[src/rtl/method_call_arbiter_pkg.sv]
// Shared definitions for the method call arbiter: FSM state encoding and a
// constant-foldable ceil(log2) helper used to size indices and counters.
package method_call_arbiter_pkg;

   // Arbiter sequencing states, one per phase of a shared-method call.
   typedef enum logic [2:0] {
      IDLE,
      ISSUE,
      WAIT_BUSY,
      RUN,
      DONE
   } arb_state_t;

   // Smallest r such that 2**r >= value. Used only at elaboration time.
   function automatic int clog2(input int value);
      int r;
      r = 0;
      while ((1 << r) < value) begin
         r = r + 1;
      end
      return r;
   endfunction

endpackage

[src/rtl/method_call_arbiter_rr_pick.sv]
// Round-robin priority encoder. The search begins one past the requester that
// was served last and wraps, so the most recently served requester has the
// lowest priority on the next decision.
module rr_pick
   import method_call_arbiter_pkg::*;
#(
   parameter int N_REQ = 4,
   localparam int IDX_W = clog2(N_REQ)
) (
   input  logic [N_REQ-1:0] req,
   input  logic [IDX_W-1:0] last,
   output logic [IDX_W-1:0] grant_idx,
   output logic             any
);

   int               cand;
   logic [IDX_W-1:0] candIdx;

   // Walk the candidates from farthest to nearest so the nearest active
   // requester after 'last' is the one left in grant_idx.
   always_comb begin
      grant_idx = '0;
      any       = 1'b0;
      cand      = 0;
      candIdx   = '0;
      for (int k = N_REQ; k >= 1; k--) begin
         cand    = (int'(last) + k) % N_REQ;
         candIdx = IDX_W'(cand);
         if (req[candIdx]) begin
            grant_idx = candIdx;
            any       = 1'b1;
         end
      end
   end

endmodule

[src/rtl/method_call_arbiter.sv]
// Shares one req/busy/return style compiled method among N_REQ requesters.
// A round-robin winner has its argument latched onto the method, the method
// gets a single-cycle request pulse, and when the method drops busy the
// return value is latched and a done pulse goes back to the winner.
//
// Optional watchdog: define METHOD_ARB_TIMEOUT_EN to abort a call that stays
// in WAIT_BUSY/RUN for TIMEOUT cycles; the abort raises err together with
// done and leaves ret untouched. Without the macro err is constant 0 and the
// arbiter waits on the method indefinitely.
module method_call_arbiter
   import method_call_arbiter_pkg::*;
#(
   parameter int N_REQ   = 4,
   parameter int ARG_W   = 32,
   parameter int RET_W   = 32,
   parameter int TIMEOUT = 1024
) (
   input  logic                   clk,
   input  logic                   reset,
   input  logic [N_REQ-1:0]       req,
   input  logic [N_REQ*ARG_W-1:0] arg,
   output logic [N_REQ-1:0]       busy,
   output logic [N_REQ-1:0]       done,
   output logic [N_REQ-1:0]       err,
   output logic [RET_W-1:0]       ret,
   output logic                   method_req,
   output logic [ARG_W-1:0]       method_arg,
   input  logic                   method_busy,
   input  logic [RET_W-1:0]       method_return
);

   localparam int IDX_W = clog2(N_REQ);
   localparam logic [N_REQ-1:0] ONE_HOT0 = N_REQ'(1);

   // Out-of-range configurations leave this block empty on purpose; it only
   // documents the legal parameter space next to the parameters themselves.
   if (N_REQ < 2 || N_REQ > 8 || TIMEOUT < 1) begin : g_param_range
   end

   arb_state_t       state_q;
   logic [IDX_W-1:0] grant_q;
   logic [IDX_W-1:0] last_q;
   logic [N_REQ-1:0] busy_q;
   logic [N_REQ-1:0] done_q;
   logic [RET_W-1:0] ret_q;
   logic             method_req_q;
   logic [ARG_W-1:0] method_arg_q;

   logic [IDX_W-1:0] grant_d;
   logic             any_req_d;
   logic             timeout_hit;
   logic [ARG_W-1:0] argArr [N_REQ];

   // Unpack the flat argument bus so the winner can be selected by index.
   always_comb begin
      for (int i = 0; i < N_REQ; i++) begin
         argArr[i] = arg[i*ARG_W +: ARG_W];
      end
   end

   rr_pick #(
      .N_REQ(N_REQ)
   ) u_rr_pick (
      .req      (req),
      .last     (last_q),
      .grant_idx(grant_d),
      .any      (any_req_d)
   );

`ifdef METHOD_ARB_TIMEOUT_EN
   localparam int TMR_W = clog2(TIMEOUT + 1);

   logic [TMR_W-1:0] timer_q;
   logic [N_REQ-1:0] err_q;

   // Watchdog counter: zeroed while the request pulse is out, then counts
   // every cycle spent waiting on the method.
   always_ff @(posedge clk or negedge reset) begin
      if (!reset) begin
         timer_q <= '0;
      end else if (state_q == ISSUE) begin
         timer_q <= '0;
      end else if (state_q == WAIT_BUSY || state_q == RUN) begin
         timer_q <= timer_q + 1'b1;
      end
   end

   // The count reaches TIMEOUT on this edge, so the abort is taken now.
   assign timeout_hit = (timer_q == TMR_W'(TIMEOUT - 1));
   assign err         = err_q;
`else
   assign timeout_hit = 1'b0;
   assign err         = '0;
`endif

   // Main call sequencer; every output is driven from a register here so the
   // requesters and the method only ever see glitch-free levels and pulses.
   always_ff @(posedge clk or negedge reset) begin
      if (!reset) begin
         state_q      <= IDLE;
         grant_q      <= '0;
         last_q       <= IDX_W'(N_REQ - 1);
         busy_q       <= '0;
         done_q       <= '0;
         ret_q        <= '0;
         method_req_q <= 1'b0;
         method_arg_q <= '0;
`ifdef METHOD_ARB_TIMEOUT_EN
         err_q        <= '0;
`endif
      end else begin
         method_req_q <= 1'b0;
         done_q       <= '0;
`ifdef METHOD_ARB_TIMEOUT_EN
         err_q        <= '0;
`endif
         unique case (state_q)
            IDLE: begin
               if (any_req_d) begin
                  grant_q      <= grant_d;
                  busy_q       <= ONE_HOT0 << grant_d;
                  method_arg_q <= argArr[grant_d];
                  method_req_q <= 1'b1;
                  state_q      <= ISSUE;
               end
            end
            ISSUE: begin
               state_q <= WAIT_BUSY;
            end
            WAIT_BUSY: begin
               if (method_busy) begin
                  state_q <= RUN;
               end else if (timeout_hit) begin
                  done_q  <= ONE_HOT0 << grant_q;
                  busy_q  <= '0;
                  last_q  <= grant_q;
                  state_q <= DONE;
`ifdef METHOD_ARB_TIMEOUT_EN
                  err_q   <= ONE_HOT0 << grant_q;
`endif
               end
            end
            RUN: begin
               if (!method_busy) begin
                  ret_q   <= method_return;
                  done_q  <= ONE_HOT0 << grant_q;
                  busy_q  <= '0;
                  last_q  <= grant_q;
                  state_q <= DONE;
               end else if (timeout_hit) begin
                  done_q  <= ONE_HOT0 << grant_q;
                  busy_q  <= '0;
                  last_q  <= grant_q;
                  state_q <= DONE;
`ifdef METHOD_ARB_TIMEOUT_EN
                  err_q   <= ONE_HOT0 << grant_q;
`endif
               end
            end
            DONE: begin
               state_q <= IDLE;
            end
            default: begin
               state_q <= IDLE;
            end
         endcase
      end
   end

   assign busy       = busy_q;
   assign done       = done_q;
   assign ret        = ret_q;
   assign method_req = method_req_q;
   assign method_arg = method_arg_q;

endmodule
[config.mk]
export PLATFORM = sky130hd
export DESIGN_NAME = method_call_arbiter
export DESIGN_NICKNAME = d
export VERILOG_FILES = /design/src/rtl/method_call_arbiter_pkg.sv /design/src/rtl/method_call_arbiter_rr_pick.sv /design/src/rtl/method_call_arbiter.sv
export SDC_FILE = /design/constraint.sdc
export NUM_CORES = 1
export LEC_CHECK = 0
export ABC_AREA = 1
export BUFFER_PORTS_ARGS = -buffer_cell sky130_fd_sc_hd__buf_2
export CAP_MARGIN = 20
export CORE_MARGIN = 2
export CORE_UTILIZATION = 45
export DETAILED_ROUTE_END_ITERATION = 10
export PLACE_DENSITY_LB_ADDON = 0.12
export SYNTH_ARGS = -nofsm -noshare
export SYNTH_HDL_FRONTEND = slang
export SYNTH_HIERARCHICAL = 1
export SYNTH_SLANG_ARGS = --single-unit
[constraint.sdc]
create_clock -name clk -period 4.98 [get_ports clk]
set_input_delay 0.249 -clock clk [delete_from_list [all_inputs] [get_ports clk]]
set_output_delay 0.249 -clock clk [all_outputs]
set_load 0.1 [all_outputs]
==> results.tsv <==
stage	metric	value	unit
final_layout	syn_to_final_growth	31.47	%
cts	cts_buffers	9	
placed_design	dp_cells	917	
final_layout	fin_util	0.6137	
cts	clk_pin_slew_worst_paths	0.09	ns
synthesis	ys_seq_elements	80	
route	first_pass_iters	7	
timing	setup_violations	0	
synthesis	synth.distinct_cells	24	
synthesis	synth_fa_ha_area_frac	0	
timing	rsz0062_at_grt	no	
synthesis	syn_area	4354	um^2
timing	layout_worst_path_cycle_share	0.6063	
synthesis	ys_warn_count	6	
synthesis	synth_compound_area_frac	0.004310	
cts	htree_levels	3	
cts	clock-sinks	80	
floorplanning	die_x	102.4	um
synthesis	synth_edf_count	0	
timing	hold-worst-slack	0.09064	ns
timing	finalHoldViolCount	0	
floorplanning	start_util	0.4668	
synthesis	ys_seq_area_frac	0.4603	
timing	clock_skew	0.01235	ns
placed_design	place_hpwl	8945	um
global_routing	grtUsageMet1	0.2776	
synthesis	postSynth.asyncResetShare	1.000	
outcome	status	finished, final reports clean	
floorplanning	die_area	10480	um^2
final_layout	final_cell_count_no_fill	937	
timing	drv_slew	0	
final_layout	layout_commonest_cell	nand2_1	
global_routing	grt_start_max_net_pins	81	
floorplanning	core.rowCount	35	
global_routing	use_met3	0.05267	
worst_setup_path	crit_type	reg2reg	
route	first_iter_violations	226	
global_routing	globalRouteTotalUtil	0.2372	
worst_setup_path	critPathRequiredTime	5.21	ns
synthesis	synthSimpleGateAreaFrac	0.4557	
route	post-route-drc-count	0	
global_routing	gr-total-overflow	0	
synthesis	synth_top_flop_cell	dfrtp_1	
cts	root_buffer	clkbuf_8	
global_routing	antenna_found_initial	1	
worst_setup_path	cp_max_fo	67	
floorplanning	die_y	102.4	um
cts	cts_tree	done	
global_routing	grt_util_met2	0.4170	
worst_setup_path	crit_path_end_kind	flop	
synthesis	synth_xor_area_frac	0	
cts	clock_latency	0.35	ns
global_routing	busiest_layer	met2	
floorplanning	core	9328	um^2
route	wl_per_cell	13.56	um
worst_hold_path	min_path_type	in2reg	
timing	fmax	0.3312	GHz
final_layout	nets	968	
floorplanning	num_io_pins	244	
cts	clockBufferDepth	2	
route	drt-total-wl	12700	um
route	route.vias.total	4742	
placed_design	finalWeightedCongestion	0.8282	
synthesis	synth_mux_area_frac	0	
synthesis	syn-instance-count	590	
route	viasPerCell	5.061	
timing	tightest_slew	1.038	ns
synthesis	synth_area_per_cell	7.380	um^2
flow_run	cap_violations	0	
placed_design	io_buffers	239	
global_routing	grt_pass1_wl	19670	um
timing	fin_crit	3.019	ns
synthesis	synth_top_family_by_area	simple AND/OR/NAND/NOR gates	
global_routing	first_global_vias	4299	
worst_setup_path	critPathArrivalTime	3.25	ns
timing	slew_headroom	0.3072	
final_layout	drive_above_1_share	0.3474	
timing	fin_setup_tns	0	ns
worst_setup_path	crit_path_start_kind	flop	
route	postRouteAntennaNets	0	
final_layout	final_cell_mix	nand2_1 (244), buf_2 (238), nand3_1 (136)	
-- worst paths after layout --
kind	startpoint	end	slack, ns	depth (start not counted)
worst max-delay path	last_q[0]	method_arg[3]	1.96	14
worst max register to register	last_q[0]	method_arg[3]	1.96	14
max in group asynchronous	reset	last_q[1]	3.99	3
min in group asynchronous	reset	ret[25]	0.36	2
worst min register to register	ret[15]	ret[15]	0.47	2
worst min-delay path	method_return[25]	ret[25]	0.09	3
-- registers in the layout (all words and copies together) (netlist names) --
signal / count
last_q: 2
done: 4
busy: 4
state_q: 3
grant_q: 2
method_arg: 32
method_req: 1
ret: 32
-- per-layer routing --
layer / part of all wire / vias to the layer above / routed length (um)
met1: 0.41 / 2160 / 5226
li1: - / 2365 / -
met2: 0.49 / 192 / 6184
met3: 0.077 / 25 / 974
met4: 0.025 / 0 / 316
met5: 0 / - / 0
-- per-stage QoR --
stage / worst slack (ns) / area, um^2
3_5_place_dp: 2.025 / 5470
5_1_grt: 1.683 / 5722
6_report: 1.961 / 5724
2_1_floorplan: 3.022 / 4365
3_3_place_gp: 2.156 / 5470
4_1_cts: 2.002 / 5682
-- cells in the mapped netlist (2+ instances only) --
cell	n	share of area
buf_2	21	0.024
buf_4	6	0.010
buf_6	7	0.018
clkbuf_1	10	0.0086
dfrtp_1	78	0.45
dfstp_2	2	0.012
inv_1	13	0.011
inv_2	2	0.0017
nand2_1	246	0.21
nand2_2	5	0.0072
nand3_1	136	0.16
nand4_1	39	0.056
nor2_1	11	0.0095
nor2_2	2	0.0029
nor2_4	2	0.0052
o21ai_0	2	0.0023
-- timing repair --
| action | in CTS | in global routing |
|---|---|---|
| resized for setup | 0 | 0 |
| endpoints found under the setup margin | 0 | 0 |
| setup buffers | 0 | 0 |
| hold endpoints to repair | 0 | 29 |
| hold buffers | 0 | 1 |
-- area by class of cell --
class / instances / area [um^2]
antenna: 2 / 5.005
clock inverter: 6 / 73.82
multi-input combinational: 451 / 2023
timing repair buffer: 243 / 1251
clock buffer: 10 / 137.6
tap: 129 / 161.4
sequential: 80 / 2004
fill: 857 / 3603
inverter: 16 / 67.56
-- cell families after synthesis --
kind of cell | Yosys count
simple gates | 444
flops | 80
buf+inv | 62
compound gates | 3
other cells | 1
-- worst max-delay path, stage by stage, from the launching register on --
cell	delay (ns)
dfstp_2	0.67
nand2_1	0.10
o21ai_2	0.09
nand2_1	0.10
nand2_1	0.08
nand2_1	0.08
nand2_1	0.07
nand2_1	0.06
nand2_2	0.05
buf_4	0.51
inv_2	0.59
nand3_1	0.22
nand4_1	0.13
nand2_1	0.08
nand2_1	0.05
Power is not shown: default switching activity piles up to over one toggle a cycle in this logic, so the estimate is an artifact.
